--- config.mk ---
export PLATFORM = sky130hd
export DESIGN_NAME = mem_stage_ctrl_flat
export DESIGN_NICKNAME = d
export VERILOG_FILES = /design/src/rtl/mem_stage_ctrl_if.sv /design/src/rtl/mem_stage_ctrl.sv /design/src/flat_wrapper.sv
export SDC_FILE = /design/constraint.sdc
export NUM_CORES = 1
export LEC_CHECK = 0
export ABC_AREA = 1
export CORE_MARGIN = 1
export CORE_UTILIZATION = 30
export CTS_CLUSTER_DIAMETER = 200
export DETAILED_ROUTE_END_ITERATION = 6
export PLACE_DENSITY = 0.67
export SETUP_SLACK_MARGIN = 0.1
export SYNTH_ARGS = -nofsm -noshare
export SYNTH_HDL_FRONTEND = slang
export SYNTH_SLANG_ARGS = --single-unit
--- constraint.sdc ---
create_clock -name clk -period 1.78 [get_ports clk]
set_input_delay 0.356 -clock clk [delete_from_list [all_inputs] [get_ports clk]]
set_output_delay 0.356 -clock clk [all_outputs]
set_load 0.005 [all_outputs]
--- src/rtl/mem_stage_ctrl_if.sv ---
// ============================================================================
// Module   : mem_stage_ctrl_if
// Purpose  : Data-memory request/response bus between MEM stage and memory.
// Revision : 1.0 - initial release
// ============================================================================
`default_nettype none

interface mem_stage_ctrl_if;
    logic [15:0] memAddr;
    logic [15:0] memWrData;
    logic        memRd;
    logic        memWr;
    logic [15:0] memRdData;
    logic        memDone;

    modport master (
        output memAddr, memWrData, memRd, memWr,
        input  memRdData, memDone
    );

    modport slave (
        input  memAddr, memWrData, memRd, memWr,
        output memRdData, memDone
    );
endinterface

`default_nettype wire

--- src/rtl/mem_stage_ctrl.sv ---
// ============================================================================
// Module   : mem_stage_ctrl
// Purpose  : MEM-stage controller: multi-cycle load/store handshake, front-end
//            stall, timeout/misalignment faults and registered MEM/WB outputs.
// Revision : 1.0 - initial release
// ============================================================================
`default_nettype none

module mem_stage_ctrl #(
    parameter int TIMEOUT_CYCLES = 15,
    parameter int CNT_W          = 8
) (
    input  wire         clk,
    input  wire         rst,
    input  wire  [15:0] inXOut,
    input  wire  [15:0] inRead2Data,
    input  wire  [15:0] inPlusTwoPC,
    input  wire  [2:0]  inWriteRegister,
    input  wire         inMemoryWrite,
    input  wire         inMemoryRead,
    input  wire         inMemoryToRegister,
    input  wire         inRegisterWrite,
    input  wire         inHalt,
    input  wire         inCreateDump,
    input  wire         inLink,
    mem_stage_ctrl_if.master mem,
    output logic        stall,
    output logic [15:0] outReadData,
    output logic [15:0] outXout,
    output logic [15:0] outPlusTwoPC,
    output logic [2:0]  outWriteRegister,
    output logic        outRegisterWrite,
    output logic        outMemoryToRegister,
    output logic        outLink,
    output logic        outHalt,
    output logic        outCreateDump,
    output logic        outValid,
    output logic        outErr
);

    localparam logic [CNT_W-1:0] C_CNT_LAST = CNT_W'(TIMEOUT_CYCLES - 1);

    typedef enum logic [0:0] {
        S_IDLE = 1'b0,
        S_WAIT = 1'b1
    } state_t;

    typedef struct packed {
        logic [15:0] read_data;
        logic [15:0] xout;
        logic [15:0] plus_two_pc;
        logic [2:0]  write_register;
        logic        register_write;
        logic        memory_to_register;
        logic        link;
        logic        halt;
        logic        create_dump;
        logic        valid;
        logic        err;
    } mw_t;

    state_t            r_state_q;
    state_t            w_state_d;
    logic [CNT_W-1:0]  r_cnt_q;
    logic [CNT_W-1:0]  w_cnt_d;
    mw_t               r_mw_q;
    mw_t               w_mw_d;

    logic              w_memop;
    logic              w_misaligned;
    logic              w_timeout;
    logic              w_stall;
    logic              w_rd;
    logic              w_wr;
    mw_t               w_pass;
    mw_t               w_fault;

    always_comb begin
        w_memop      = inMemoryRead | inMemoryWrite;
        w_misaligned = w_memop & inXOut[0];
        w_timeout    = (r_state_q == S_WAIT) & ~mem.memDone & (r_cnt_q == C_CNT_LAST);

        w_pass = '{
            read_data:          16'h0000,
            xout:               inXOut,
            plus_two_pc:        inPlusTwoPC,
            write_register:     inWriteRegister,
            register_write:     inRegisterWrite,
            memory_to_register: inMemoryToRegister,
            link:               inLink,
            halt:               inHalt,
            create_dump:        inCreateDump,
            valid:              1'b1,
            err:                1'b0
        };

        // Faulting instructions retire as a halting, non-writing instruction.
        w_fault                = w_pass;
        w_fault.register_write = 1'b0;
        w_fault.halt           = 1'b1;
        w_fault.err            = 1'b1;

        w_state_d = r_state_q;
        w_cnt_d   = r_cnt_q;
        w_mw_d    = '0;
        w_stall   = 1'b0;
        w_rd      = 1'b0;
        w_wr      = 1'b0;

        case (r_state_q)
            S_IDLE: begin
                if (!w_memop) begin
                    w_mw_d = w_pass;
                end else if (w_misaligned) begin
                    w_mw_d = w_fault;
                end else begin
                    // A combined read+write issues only the write.
                    w_rd      = inMemoryRead & ~inMemoryWrite;
                    w_wr      = inMemoryWrite;
                    w_stall   = 1'b1;
                    w_state_d = S_WAIT;
                    w_cnt_d   = '0;
                end
            end
            S_WAIT: begin
                if (mem.memDone) begin
                    w_mw_d           = w_pass;
                    w_mw_d.read_data = inMemoryWrite ? 16'h0000 : mem.memRdData;
                    w_state_d        = S_IDLE;
                end else if (w_timeout) begin
                    w_mw_d    = w_fault;
                    w_state_d = S_IDLE;
                    w_cnt_d   = '0;
                end else begin
                    w_stall = 1'b1;
                    w_cnt_d = r_cnt_q + CNT_W'(1);
                end
            end
            default: begin
                w_state_d = S_IDLE;
                w_cnt_d   = '0;
            end
        endcase
    end

    always_ff @(posedge clk) begin
        if (rst) begin
            r_state_q <= S_IDLE;
            r_cnt_q   <= '0;
            r_mw_q    <= '0;
        end else begin
            r_state_q <= w_state_d;
            r_cnt_q   <= w_cnt_d;
            r_mw_q    <= w_mw_d;
        end
    end

    assign mem.memAddr   = inXOut;
    assign mem.memWrData = inRead2Data;
    assign mem.memRd     = w_rd & ~rst;
    assign mem.memWr     = w_wr & ~rst;
    assign stall         = w_stall;

    assign outReadData         = r_mw_q.read_data;
    assign outXout             = r_mw_q.xout;
    assign outPlusTwoPC        = r_mw_q.plus_two_pc;
    assign outWriteRegister    = r_mw_q.write_register;
    assign outRegisterWrite    = r_mw_q.register_write;
    assign outMemoryToRegister = r_mw_q.memory_to_register;
    assign outLink             = r_mw_q.link;
    assign outHalt             = r_mw_q.halt;
    assign outCreateDump       = r_mw_q.create_dump;
    assign outValid            = r_mw_q.valid;
    assign outErr              = r_mw_q.err;

endmodule

`default_nettype wire

--- src/flat_wrapper.sv ---
// flat-port wrapper written by rule: the top's interface ports become plain ports
module mem_stage_ctrl_flat 
#(
    parameter int TIMEOUT_CYCLES = 15,
    parameter int CNT_W          = 8
)
  (clk, rst, inXOut, inRead2Data, inPlusTwoPC, inWriteRegister, inMemoryWrite, inMemoryRead, inMemoryToRegister, inRegisterWrite, inHalt, inCreateDump, inLink, stall, outReadData, outXout, outPlusTwoPC, outWriteRegister, outRegisterWrite, outMemoryToRegister, outLink, outHalt, outCreateDump, outValid, outErr, mem_memAddr, mem_memWrData, mem_memRd, mem_memWr, mem_memRdData, mem_memDone);
  mem_stage_ctrl_if mem_i ();
  input  wire clk;
  input  wire rst;
  input  wire  [15:0] inXOut;
  input  wire  [15:0] inRead2Data;
  input  wire  [15:0] inPlusTwoPC;
  input  wire  [2:0] inWriteRegister;
  input  wire inMemoryWrite;
  input  wire inMemoryRead;
  input  wire inMemoryToRegister;
  input  wire inRegisterWrite;
  input  wire inHalt;
  input  wire inCreateDump;
  input  wire inLink;
  output logic stall;
  output logic [15:0] outReadData;
  output logic [15:0] outXout;
  output logic [15:0] outPlusTwoPC;
  output logic [2:0] outWriteRegister;
  output logic outRegisterWrite;
  output logic outMemoryToRegister;
  output logic outLink;
  output logic outHalt;
  output logic outCreateDump;
  output logic outValid;
  output logic outErr;
  output wire logic [$bits(mem_i.memAddr)-1:0] mem_memAddr;
  output wire logic [$bits(mem_i.memWrData)-1:0] mem_memWrData;
  output wire logic [$bits(mem_i.memRd)-1:0] mem_memRd;
  output wire logic [$bits(mem_i.memWr)-1:0] mem_memWr;
  input wire logic [$bits(mem_i.memRdData)-1:0] mem_memRdData;
  input wire logic [$bits(mem_i.memDone)-1:0] mem_memDone;
  assign mem_memAddr = mem_i.memAddr;
  assign mem_memWrData = mem_i.memWrData;
  assign mem_memRd = mem_i.memRd;
  assign mem_memWr = mem_i.memWr;
  assign mem_i.memRdData = mem_memRdData;
  assign mem_i.memDone = mem_memDone;
  mem_stage_ctrl #(.TIMEOUT_CYCLES(TIMEOUT_CYCLES), .CNT_W(CNT_W)) u_core (.clk(clk), .rst(rst), .inXOut(inXOut), .inRead2Data(inRead2Data), .inPlusTwoPC(inPlusTwoPC), .inWriteRegister(inWriteRegister), .inMemoryWrite(inMemoryWrite), .inMemoryRead(inMemoryRead), .inMemoryToRegister(inMemoryToRegister), .inRegisterWrite(inRegisterWrite), .inHalt(inHalt), .inCreateDump(inCreateDump), .inLink(inLink), .mem(mem_i), .stall(stall), .outReadData(outReadData), .outXout(outXout), .outPlusTwoPC(outPlusTwoPC), .outWriteRegister(outWriteRegister), .outRegisterWrite(outRegisterWrite), .outMemoryToRegister(outMemoryToRegister), .outLink(outLink), .outHalt(outHalt), .outCreateDump(outCreateDump), .outValid(outValid), .outErr(outErr));
endmodule
==> out/qor.txt <==
Final net count: 526
Unrepaired setup endpoints after global routing: true
Critical path class: flip-flop to output pin
Area of the die: 8500 µm²
Clock root buffer: clkbuf_8
Worst EP arrival: 1.33 ns
Share of layout cells above drive strength 1: 15.7%
Syn Inst Count: 302
Final hold violations: 0
Fin. max-slew vios: 0
Vias in the first global route: 2134
Starting DRT DRC Count: 41
Net Sw Power: 755 µW
Synth unique cells: 20
Post-DRT Antenna Nets: 0
Initial core utilization: 31.3%
Minimum clock period: 1.69 ns
Commonest non-fill, non-tap cell in the layout: clkdlybuf4s50_1
Initial antenna violation count: 0
CTS max path bufs: 2
Gate power share: 15.4%
Input/output buffers: 137
Largest net degree at the start of global routing: 17
DRC viols: 0
Clock Latency Late Sink: 0.33 ns
Grt ovf: 0
Sink Count: 67
Crit-path max FO: 2
Final setup fails: 0
Seq/Total Area, Yosys: 55.0%
Clk pwr share: 36.4%
Vias per inst: 4.04
Top area cells in the synthesized netlist: dfxtp_1 55%, nor2_1 10%, buf_4 9.8%
Least-Margin Pin Slew: 0.316 ns
Cell Area, Synth: 2440 µm²
Relative max-transition margin: 78.9%
Static leakage: 1.94 nW
Seq pwr share: 48.2%
GPL Wtd Cong: 0.801
Total iterations of the first detailed-routing run: 4
Net Count, Synth: 381
Synth warn: 0
Final Cycle Share: 94.8%
CTS H-Tree Depth: 3
Status: completed
Final wirelength: 6240 µm
Crit path required time: 1.42 ns
Fmax achieved: 593 MHz
I/O Pins: 170
CTS tree: yes
Die Ht: 92.2 µm
Internal power: 2.54 mW
Top cell type's share of synthesized area: 55.0%
Die X-Extent: 92.2 µm
Area leader, netlist: dfxtp_1
Total track usage: 14.7%
First-pass GRT wire length: 9820 µm
Worst-path clk slew: 0.06 ns
CP Capture Type: output pin
Max-Cap Viols: 0
Most frequent cells in the layout: 115 x clkdlybuf4s50_1, 65 x nor2_1, 63 x dfxtp_1, 61 x inv_1, 34 x nand2_1
Skew final: 0.0108 ns
Drt wl/cell: 11.3 µm
CTS Buf Count: 9
Worst hold path type: flip-flop to flip-flop
Pwr Density: 790 nW/µm²
Syn Area/Cell: 8.08 µm²
Total negative slack: 0 ns
Area grow syn2layout: 70.7%
Peak VDD IR: 441 µV
Startpoint types: flip-flop
Rows: 32
FF+latch count, synth: 67
Via count: 2239
Fillers: 722
Detailed Place HPWL: 4710 µm
Core box area: 7810 µm²
ANT cells: 0
Fin Hold WS: 0.501 ns
Sw Ratio: 22.9%
per-layer routing:
| metal | vias to the layer above | global-route usage (%) | routed length [µm] |
|---|---|---|---|
| met4 | 0 | 5.86 | 98 |
| met5 | - | 0 | 0 |
| met1 | 988 | 16.1 | 2480 |
| met3 | 13 | 3.98 | 478 |
| li1 | 1140 | - | - |
| met2 | 98 | 26.9 | 3190 |
state kept, by name (all words and copies together), names as in the netlist, 3 cells and up:
| signal | flops |
|---|---|
| u_core.outWriteRegister | 3 |
| u_core.outReadData | 16 |
| u_core.outXout | 16 |
| u_core.outPlusTwoPC | 16 |
| u_core.r_cnt_q | 8 |
timing repair:
action,in CTS,in global routing
resized for setup,43,12
endpoints found under the setup margin,19,4
hold buffers,0,0
setup buffers,7,1
pin swaps,7,2
cell families (layout without fill, tap and decap cells):
logic type | Yosys count | count (layout) | synth area share (%)
simple gates | 117 | 117 | 19.3
buf+inv | 101 | 251 | 21.4
flops | 67 | 67 | 55.0
compound gates | 15 | 15 | 3.23
fa+ha+maj | 2 | 2 | 1.03
worst max-delay path, cell delays in order, from the launching register on:
cell and delay, ns:
dfxtp_2 0.32, inv_2 0.07, ha_4 0.13, nand3_4 0.06, nor2_4 0.11, nand2_2 0.07
nand3_2 0.09, inv_2 0.05, buf_6 0.11
final timing paths:
| check | cells after the start | slack, ns | startpoint | endpoint |
|---|---|---|---|---|
| max | 8 | 0.09 | u_core.r_cnt_q[0] | stall |
| min | 2 | 0.50 | u_core.r_cnt_q[7] | u_core.r_cnt_q[7] |
| max reg2reg | 12 | 0.19 | u_core.r_cnt_q[0] | u_core.r_cnt_q[4] |
| min reg2reg | 2 | 0.50 | u_core.r_cnt_q[7] | u_core.r_cnt_q[7] |
cell type report:
cell class / count / area (µm²) / area share, %
repair buffers: 171 / 1630 / 39.1
flip-flops and latches: 67 / 1350 / 32.3
multi-input cells: 134 / 638 / 15.3
inverters: 64 / 240 / 5.77
clock buffers: 11 / 131 / 3.16
well taps: 102 / 128 / 3.06
clock inverters: 5 / 53.8 / 1.29
stage by stage:
stage	util, %	std cells	setup WS, ns	area (µm²)	power (mW)
finish	53.3	554	0.0923	4160	3.29
global route	53.3	554	-0.00318	4160	3.47
global placement	49.8	532	-0.368	3890	2.12
CTS	52.9	554	0.0534	4130	3.33
detailed placement	49.8	532	-0.402	3890	2.13
floorplan	-	302	0.371	2440	1.80
power groups by stage:
stage | registers, mW | logic [mW] | clock network [mW]
detailed placement | 1.62 | 0.514 | 0
global placement | 1.62 | 0.507 | 0
CTS | 1.58 | 0.504 | 1.24
finish | 1.59 | 0.508 | 1.20
floorplan | 1.63 | 0.172 | 0
global route | 1.59 | 0.553 | 1.33
cell usage after synthesis, drive strengths merged:
library cell   n
nand4          1
nand3          7
a31oi          1
dfxtp         67
nor3b          1
buf           36
a21oi          8
inv           64
ha             2
clkbuf         1
nand2         38
nor3           2
nor4           1
nor2          67
o21ai          5
o21bai         1
Power figures use the tool's default switching activity.
